[config.mk]
export PLATFORM = sky130hd
export DESIGN_NAME = conv_window_accumulator
export DESIGN_NICKNAME = d
export VERILOG_FILES = /design/src/rtl/cnn_pkg.sv /design/src/rtl/conv_window_accumulator_acc_round_sat.sv /design/src/rtl/conv_window_accumulator.sv
export SDC_FILE = /design/constraint.sdc
export NUM_CORES = 1
export LEC_CHECK = 0
export CORE_MARGIN = 5
export CORE_UTILIZATION = 30
export CTS_CLUSTER_DIAMETER = 150
export DETAILED_ROUTE_END_ITERATION = 10
export PLACE_DENSITY_LB_ADDON = 0.2
export SYNTH_ARGS = -nofsm -noshare
export SYNTH_HDL_FRONTEND = slang
export SYNTH_SLANG_ARGS = --single-unit
export TNS_END_PERCENT = 50
[constraint.sdc]
create_clock -name clk -period 4.52 [get_ports clk]
set_clock_uncertainty 0.05 [all_clocks]
set_input_delay 0.678 -clock clk [delete_from_list [all_inputs] [get_ports clk]]
set_output_delay 0.678 -clock clk [all_outputs]
set_load 0.02 [all_outputs]
[src/rtl/cnn_pkg.sv]
// Shared CNN datapath definitions: default widths used by the multiplier
// array and the window accumulator, plus the accumulator FSM state type.
package cnn_pkg;

  localparam int CNN_SIZE        = 16;
  localparam int CNN_FRAC_BITS   = 8;
  localparam int CNN_KERNEL_TAPS = 25;
  localparam int CNN_ACC_W       = 40;
  // Tap counter width: covers the full legal kernel range 1..255.
  localparam int CNN_TAP_W       = 8;

  typedef enum logic [1:0] {
    IDLE  = 2'd0,
    ACCUM = 2'd1,
    ROUND = 2'd2,
    HOLD  = 2'd3
  } acc_state_t;

  // True in the states where a product may be taken from upstream.
  function automatic logic state_accepts(input acc_state_t st);
    logic ok_s;
    case (st)
      IDLE:    ok_s = 1'b1;
      ACCUM:   ok_s = 1'b1;
      default: ok_s = 1'b0;
    endcase
    return ok_s;
  endfunction

endpackage

[src/rtl/conv_window_accumulator_acc_round_sat.sv]
// acc_round_sat: combinational round-half-up and saturation of a wide
// accumulator down to a SIZE-bit signed fixed-point result.
// Optional macro CONV_WINDOW_ACC_RELU_EN clamps negative results to zero.
module acc_round_sat
  import cnn_pkg::*;
#(
  parameter int ACC_W     = CNN_ACC_W,
  parameter int SIZE      = CNN_SIZE,
  parameter int FRAC_BITS = CNN_FRAC_BITS
) (
  input  logic [ACC_W-1:0] acc,
  output logic [SIZE-1:0]  res
);

  localparam logic signed [ACC_W-1:0] SAT_MAX = {{(ACC_W-SIZE+1){1'b0}}, {(SIZE-1){1'b1}}};
  localparam logic signed [ACC_W-1:0] SAT_MIN = {{(ACC_W-SIZE+1){1'b1}}, {(SIZE-1){1'b0}}};

  logic signed [ACC_W-1:0] biased_s;
  logic signed [ACC_W-1:0] shifted_s;
  logic [SIZE-1:0]         sat_s;

  // Half-LSB rounding offset only exists when there are fractional bits to drop.
  if (FRAC_BITS > 0) begin : g_rnd
    localparam logic signed [ACC_W-1:0] HALF = {{(ACC_W-1){1'b0}}, 1'b1} <<< (FRAC_BITS-1);
    assign biased_s = $signed(acc) + HALF;
  end else begin : g_nornd
    assign biased_s = $signed(acc);
  end

  // Arithmetic shift floors, so with the half offset this rounds half toward +inf.
  assign shifted_s = biased_s >>> FRAC_BITS;

  // Clamp the rounded value into the signed SIZE-bit range.
  always_comb begin
    sat_s = shifted_s[SIZE-1:0];
    if (shifted_s > SAT_MAX) begin
      sat_s = SAT_MAX[SIZE-1:0];
    end else if (shifted_s < SAT_MIN) begin
      sat_s = SAT_MIN[SIZE-1:0];
    end else begin
      sat_s = shifted_s[SIZE-1:0];
    end
  end

  // Final activation stage: ReLU when enabled, otherwise pass-through.
  always_comb begin
    res = sat_s;
`ifdef CONV_WINDOW_ACC_RELU_EN
    if (sat_s[SIZE-1]) begin
      res = {SIZE{1'b0}};
    end else begin
      res = sat_s;
    end
`else
    res = sat_s;
`endif
  end

endmodule

[src/rtl/conv_window_accumulator.sv]
// conv_window_accumulator: sums KERNEL_TAPS signed products plus a scaled
// per-filter bias, then rounds/saturates to SIZE bits and hands the result
// downstream with a valid/ready handshake.
// Optional macro CONV_WINDOW_ACC_RELU_EN (applied inside acc_round_sat).
module conv_window_accumulator
  import cnn_pkg::*;
#(
  parameter int SIZE        = CNN_SIZE,
  parameter int FRAC_BITS   = CNN_FRAC_BITS,
  parameter int KERNEL_TAPS = CNN_KERNEL_TAPS,
  parameter int ACC_W       = CNN_ACC_W
) (
  input  logic              clk,
  input  logic              rst,
  input  logic [SIZE-1:0]   bias_i,
  input  logic [2*SIZE-1:0] prod_i,
  input  logic              prod_valid,
  output logic              prod_ready,
  output logic [SIZE-1:0]   out_data,
  output logic              out_valid,
  input  logic              out_ready,
  output logic              busy
);

  if (ACC_W < 2*SIZE + $clog2(KERNEL_TAPS) + 2) begin : g_acc_w_chk
    $error("conv_window_accumulator: ACC_W too small for SIZE/KERNEL_TAPS");
  end
  if (KERNEL_TAPS < 1 || KERNEL_TAPS > 255) begin : g_taps_chk
    $error("conv_window_accumulator: KERNEL_TAPS must be in 1..255");
  end

  localparam logic [CNN_TAP_W-1:0] LAST_CNT = CNN_TAP_W'(KERNEL_TAPS - 1);
  localparam logic [CNN_TAP_W-1:0] ONE_CNT  = {{(CNN_TAP_W-1){1'b0}}, 1'b1};

  acc_state_t             state_r;
  acc_state_t             state_next_s;
  logic [ACC_W-1:0]       acc_r;
  logic [CNN_TAP_W-1:0]   tap_cnt_r;
  logic                   prod_ready_r;
  logic                   busy_r;
  logic                   out_valid_r;
  logic [SIZE-1:0]        out_data_r;
  logic [SIZE-1:0]        rs_result_s;
  logic                   accept_s;
  logic [ACC_W-1:0]       bias_ext_s;
  logic [ACC_W-1:0]       prod_ext_s;

  assign accept_s   = prod_valid & prod_ready_r;
  // Bias is in operand format; align it with the product's 2*FRAC_BITS scale.
  assign bias_ext_s = {{(ACC_W-SIZE){bias_i[SIZE-1]}}, bias_i} <<< FRAC_BITS;
  assign prod_ext_s = {{(ACC_W-2*SIZE){prod_i[2*SIZE-1]}}, prod_i};

  assign prod_ready = prod_ready_r;
  assign busy       = busy_r;
  assign out_valid  = out_valid_r;
  assign out_data   = out_data_r;

  acc_round_sat #(
    .ACC_W    (ACC_W),
    .SIZE     (SIZE),
    .FRAC_BITS(FRAC_BITS)
  ) u_round_sat (
    .acc(acc_r),
    .res(rs_result_s)
  );

  // Window sequencing: collect taps, round once, hold until downstream takes it.
  always_comb begin
    state_next_s = state_r;
    case (state_r)
      IDLE: begin
        if (accept_s) begin
          state_next_s = (KERNEL_TAPS == 1) ? ROUND : ACCUM;
        end else begin
          state_next_s = IDLE;
        end
      end
      ACCUM: begin
        if (accept_s && (tap_cnt_r == LAST_CNT)) begin
          state_next_s = ROUND;
        end else begin
          state_next_s = ACCUM;
        end
      end
      ROUND: state_next_s = HOLD;
      HOLD: begin
        if (out_ready) begin
          state_next_s = IDLE;
        end else begin
          state_next_s = HOLD;
        end
      end
      default: state_next_s = IDLE;
    endcase
  end

  // State register.
  always_ff @(posedge clk) begin
    if (rst) begin
      state_r <= IDLE;
    end else begin
      state_r <= state_next_s;
    end
  end

  // Registered ready/busy flags, derived from the state being entered.
  always_ff @(posedge clk) begin
    if (rst) begin
      prod_ready_r <= 1'b1;
      busy_r       <= 1'b0;
    end else begin
      prod_ready_r <= state_accepts(state_next_s);
      busy_r       <= (state_next_s != IDLE);
    end
  end

  // Accumulator and tap counter: the first tap of a window restarts the sum with the bias.
  always_ff @(posedge clk) begin
    if (rst) begin
      acc_r     <= {ACC_W{1'b0}};
      tap_cnt_r <= {CNN_TAP_W{1'b0}};
    end else begin
      case (state_r)
        IDLE: begin
          if (accept_s) begin
            acc_r     <= bias_ext_s + prod_ext_s;
            tap_cnt_r <= ONE_CNT;
          end
        end
        ACCUM: begin
          if (accept_s) begin
            acc_r     <= acc_r + prod_ext_s;
            tap_cnt_r <= tap_cnt_r + ONE_CNT;
          end
        end
        default: begin
          acc_r     <= acc_r;
          tap_cnt_r <= tap_cnt_r;
        end
      endcase
    end
  end

  // Output register: capture the rounded result once, hold it until the handshake.
  always_ff @(posedge clk) begin
    if (rst) begin
      out_data_r  <= {SIZE{1'b0}};
      out_valid_r <= 1'b0;
    end else begin
      case (state_r)
        ROUND: begin
          out_data_r  <= rs_result_s;
          out_valid_r <= 1'b1;
        end
        HOLD: begin
          if (out_ready) begin
            out_valid_r <= 1'b0;
          end
        end
        default: begin
          out_valid_r <= 1'b0;
        end
      endcase
    end
  end

endmodule

Word-level counts from Yosys, hierarchy flattened
Cells that the tools add are included.
Cells by class
  $add $sub $neg: 4
  $lt $le $gt $ge: 2
  equality and inequality tests: 8
  mux-type cells: 15
  bitwise gates (word level): 1
  reduce and logical (&&, ||, !) cells: 7
Operators by type and width (count)
  $mux W40: 2
  $pmux W40 S2: 1
  $add A40 B40 Y40: 1
  $add A40 B9 Y40 const B: 1
  $add A24 B32 Y33: 1
  $gt A32 B16 Y1 const B: 1
  $lt A32 B16 Y1 const B: 1
  $mux W16: 2
  $mux W8: 2
  $pmux W8 S2: 1
  $add A8 B1 Y8 const B: 1
  $eq A8 B5 Y1 const B: 1
  $pmux W2 S4: 1
  $ne A2 B2 Y1 const B: 3
  $eq A2 B1 Y1 const B: 2
  $eq A2 B2 Y1 const B: 2
  $logic_not A2 Y1: 2
  $mux W2: 2
  $reduce_bool A2 Y1: 2
  $mux W1: 3
  $reduce_and A3 Y1: 1
  $pmux W1 S2: 1
  $reduce_or A2 Y1: 1
  $and A1 B1 Y1: 1
  $logic_and A1 B1 Y1: 1
Storage, ports and cells
  register bits after elaboration: 69
  bits of input ports: 52
  output and inout bits: 19
  logic and storage cells: 44

Longest topological paths before layout
  word-level depth: 7
  mapped depth: 12
  gate-level depth less buffers: 12

Hierarchy
Synthesis repeated with hierarchy kept, for this count alone.
Unflattened totals
  cells, all modules: 930
  area, all modules: 6871.6 µm²
Modules (own cells, without submodules)
  conv_window_accumulator: instances 1, cells each 788, area each 5933.2 µm²
  acc_round_sat: instances 1, cells each 142, area each 938.4 µm²

Least setup slack after synthesis
Ideal clock, no wire load.
  kind: in2reg
  start: input prod_i[17]
  end: register acc_r[38]
  library setup time: 0.122 ns
  arrival: 3.063 ns
  data required time: 4.348 ns
  setup slack: 1.285 ns
  stages: 10
  buffers on the path: 1
  cell sequence: ha_1 > clkbuf_1 > a21o_1 > a2111o_1 > a311oi_1 > a2bb2oi_1 > a211oi_1 > o21ai_1 > a221o_1 > a221o_1
On the way
  word-level cells in the longest chain between the ends: 3
RTL lines
  start: declaration: line conv_window_accumulator.sv:16  | input logic [2*SIZE-1:0] prod_i,
  $add A40 B40 Y40 / $add A24 B32 Y33 (equally long branches): line conv_window_accumulator.sv:132, conv_window_accumulator.sv:126
  $mux W40, on equally long branches: line conv_window_accumulator.sv:131, conv_window_accumulator.sv:125
  $pmux W40 S2 *: line conv_window_accumulator.sv:123  | case (state_r)
  end signal: assignment: line conv_window_accumulator.sv:126  | acc_r <= bias_ext_s + prod_ext_s;
  end signal: assignment: line conv_window_accumulator.sv:132  | acc_r <= acc_r + prod_ext_s;
  end signal: assignment: line conv_window_accumulator.sv:137  | acc_r <= acc_r;
  end: declaration: line conv_window_accumulator.sv:37  | logic [ACC_W-1:0] acc_r;
Mark *: on every way between the ends. The rest lies on a longest branch, timed or not. The select of a mux whose other input is x is not followed.
A chain may end at the register's enable or synchronous reset.

Worst setup path in the final report
  start: input prod_i[9]
  end: register acc_r[38]
The elaborated chain is that of the path after synthesis.

==> metrics.log <==
INFO  metric timing.hold.ws = 421.0 ps
INFO  metric ys_dominant_reg_cell = sky130_fd_sc_hd__dfxtp_1
INFO  metric cts_root_buffer = sky130_fd_sc_hd__clkbuf_16
INFO  metric cell_count_after_synthesis = 931
INFO  metric avgSynthCellArea = 7.488 um2
INFO  metric totalWireLength = 21770 um
INFO  metric worstPathRequired = 4690 ps
INFO  metric cp-start-kind = input port
INFO  metric detail_route.iter0.violations = 489
INFO  metric detail_route.drc_violations = 0
INFO  metric seq_power_share = 31.1%
INFO  metric vias_in_the_first_global_route = 6534
INFO  metric cts_buffer_depth = 2
INFO  metric antenna_violations_before_repair = 0
INFO  metric synth_warnings = 0
INFO  metric grt_max_degree = 35
INFO  metric critical_path.max_fanout = 6
INFO  metric maxClockFrequency = 0.2675 GHz
INFO  metric ys_seq_area_share = 19.81%
INFO  metric ys_ff_latch = 69
INFO  metric static-leakage-power = 3.277 nW
INFO  metric setup_viol = 0
INFO  metric io_buffer_count = 70
INFO  metric hold_violations = 0
INFO  metric synth_fp_nets = 1051
INFO  metric antenna_cells = 0
INFO  metric power_switching = 855.6 uW
INFO  metric num-nets-final = 1101
INFO  metric layout_min_cycle_time = 3739 ps
INFO  metric cell_internal_pwr = 1.449 mW
INFO  metric total_die_area = 26390 um2
INFO  metric synth_enable_flop_cells = 0
INFO  metric maximum_resistive_drop_on_vdd = 0.1669 mV
INFO  metric finish.cell_count_without_fillers = 1298
INFO  metric die_w = 162.4 um
INFO  metric top_level_ports = 71
INFO  metric timing.critical_path.to_type = register
INFO  metric min_period_over_period = 82.72%
INFO  metric synth_area = 6972 um2
INFO  metric htree_num_levels = 3
INFO  metric netlist-cell-type-count = 67
INFO  metric clockPowerShare = 31.0%
INFO  metric area_growth = 18.86%
INFO  metric cts-resized-gates = 0
INFO  metric critical_path_arrival = 3910 ps
INFO  metric dp_hpwl = 16820 um
INFO  metric drv_cap = 0
INFO  metric die_height = 162.4 um
INFO  metric fp_rows = 55
INFO  metric placed_cells = 1283
INFO  metric comb_power_share = 37.9%
INFO  metric type_of_the_most_critical_hold_path = register to register
INFO  metric grt_remaining_overflow = 0
INFO  metric core_area = 22780 um2
INFO  metric track_usage = 16.43%
INFO  metric rsz0062_at_grt = no
INFO  metric vias_per_cell = 5.334
INFO  metric postSynth.asyncResetShare = 0%
INFO  metric first_pass_grt_wire_length = 35020 um
INFO  metric criticalPathCategory = input port to register
INFO  metric final_core_util = 36.38%
INFO  metric layout-drive-gt1-share = 7.005%
INFO  metric tritoncts.num_buffers = 9
INFO  metric maxSlewHeadroom = 38.41%
INFO  metric power.density_cell_area = 278.1 nW/um2
INFO  metric routed_wire_length_per_instance = 16.77 um
INFO  metric drtAntennaViolNets = 0
INFO  metric routability_congestion = 0.8829
INFO  metric post-cts-setup-buffers = 0
INFO  metric cts_hold_buf = 0
INFO  metric drt_pre_antenna_iters = 5
INFO  metric cts_tree = done
INFO  metric tns = 0 ps
INFO  metric drv_slew = 0
INFO  metric vias = 6923
INFO  metric tightestPinTransition = 919.7 ps
INFO  metric clk_pin_slew = 60 ps
INFO  metric numClockSinks = 69
INFO  metric initial_utilization = 30.61%
INFO  metric run_status = complete, no violations
INFO  metric power_switching_share = 37.12%
INFO  metric worstSkewPairLatency = 340 ps
[cells in the mapped netlist (11+ instances only)]
library cell,n,share of area [%]
sky130_fd_sc_hd__a31oi_1,13,1.2
sky130_fd_sc_hd__a21o_1,31,3.3
sky130_fd_sc_hd__nand3_1,22,1.6
sky130_fd_sc_hd__nor3_2,12,1.7
sky130_fd_sc_hd__nand2_1,75,4.0
sky130_fd_sc_hd__a211oi_1,18,1.9
sky130_fd_sc_hd__xor2_1,35,4.4
sky130_fd_sc_hd__ha_1,66,12
sky130_fd_sc_hd__o21ai_0,39,2.8
sky130_fd_sc_hd__nor2_1,117,6.3
sky130_fd_sc_hd__inv_1,21,1.1
sky130_fd_sc_hd__nor4_1,12,1.1
sky130_fd_sc_hd__xnor2_1,45,5.7
sky130_fd_sc_hd__a21oi_1,86,6.2
sky130_fd_sc_hd__dfxtp_1,69,20
sky130_fd_sc_hd__clkbuf_1,38,2.0
sky130_fd_sc_hd__o21a_1,11,1.2
sky130_fd_sc_hd__nor3_1,31,2.2
sky130_fd_sc_hd__nand4_1,23,2.1
[critical path, cell delays in order]
cell,delay [ps]
sky130_fd_sc_hd__clkdlybuf4s50_1,460
sky130_fd_sc_hd__ha_1,400
sky130_fd_sc_hd__a211oi_1,490
sky130_fd_sc_hd__o211ai_1,190
sky130_fd_sc_hd__a311oi_1,310
sky130_fd_sc_hd__a2bb2oi_1,230
sky130_fd_sc_hd__a211oi_1,380
sky130_fd_sc_hd__o21ai_1,140
sky130_fd_sc_hd__a221o_1,350
sky130_fd_sc_hd__a221o_1,290
[state kept, by name, summed over array words and instances, names as in the netlist]
register,flops
acc_r,40
busy,1
out_data,16
out_valid,1
prod_ready,1
state_r,2
tap_cnt_r,8
[routing by layer]
metal  GRT usage [%]  vias to the layer above  routed length (um)
met5               0                        -                   0
li1                -                     3548                   -
met3           3.341                       15                1406
met2           25.37                      159                9543
met1           23.42                     3201               10560
met4           3.998                        0                 261
[area by class of cell]
type | count | area, um2
fillers | 2440 | 14490
clock buffers | 9 | 225.2
well taps | 313 | 391.6
flip-flops and latches | 69 | 1381
multi-input cells | 796 | 5344
inverters | 21 | 78.83
repair buffers | 84 | 800.8
clock inverters | 6 | 65.06
[cells by family (layout without fill, tap and decap cells)]
family	Yosys count	count (layout)	share of synthesized area [%]
simple gates	350	350	25.05
compound gates	293	293	28.27
xor+xnor	80	80	10.05
flops	69	69	19.81
fa+ha+maj	68	68	12.42
buf+inv	66	120	3.679
mux	5	5	0.7179
[power by group through the flow]
stage / combinational (mW) / sequential [mW] / clock (mW)
floorplan: 0.640 / 0.703 / 0
global placement: 0.868 / 0.727 / 0
detailed placement: 0.865 / 0.728 / 0
CTS: 0.871 / 0.714 / 0.741
global route: 0.973 / 0.723 / 0.765
finish: 0.874 / 0.716 / 0.715
[worst paths after layout]
kind | from | endpoint | slack (ps) | cells past startpoint
hold / removal | acc_r[2]$_SDFFE_PP0P_ | acc_r[2]$_SDFFE_PP0P_ | 420 | 2
hold reg to reg | acc_r[2]$_SDFFE_PP0P_ | acc_r[2]$_SDFFE_PP0P_ | 420 | 2
setup / recovery | prod_i[9] | acc_r[38]$_SDFFE_PP0P_ | 780 | 10
setup reg to reg | acc_r[9]$_SDFFE_PP0P_ | acc_r[38]$_SDFFE_PP0P_ | 1040 | 9
[cell usage in the layout, fill, tap and decap left out, types with 22 or more instances in the layout]
master	instances
sky130_fd_sc_hd__o21ai_0	39
sky130_fd_sc_hd__dfxtp_1	69
sky130_fd_sc_hd__nand3_1	22
sky130_fd_sc_hd__nand4_1	23
sky130_fd_sc_hd__a21oi_1	86
sky130_fd_sc_hd__xnor2_1	45
sky130_fd_sc_hd__xor2_1	35
sky130_fd_sc_hd__ha_1	66
sky130_fd_sc_hd__nand2_1	75
sky130_fd_sc_hd__a21o_1	31
sky130_fd_sc_hd__nor3_1	31
sky130_fd_sc_hd__clkdlybuf4s50_1	69
sky130_fd_sc_hd__nor2_1	116
[metrics by stage]
step	power [mW]	setup slack, ps	instance area (um2)
final	2.305	781.1	8287
after detailed placement	1.593	446.2	7996
after global routing	2.461	556.0	8287
after floorplan	1.343	1285	6972
after CTS	2.325	791.0	8287
after global placement	1.595	498.8	7996
Power figures use the tool's default switching activity.
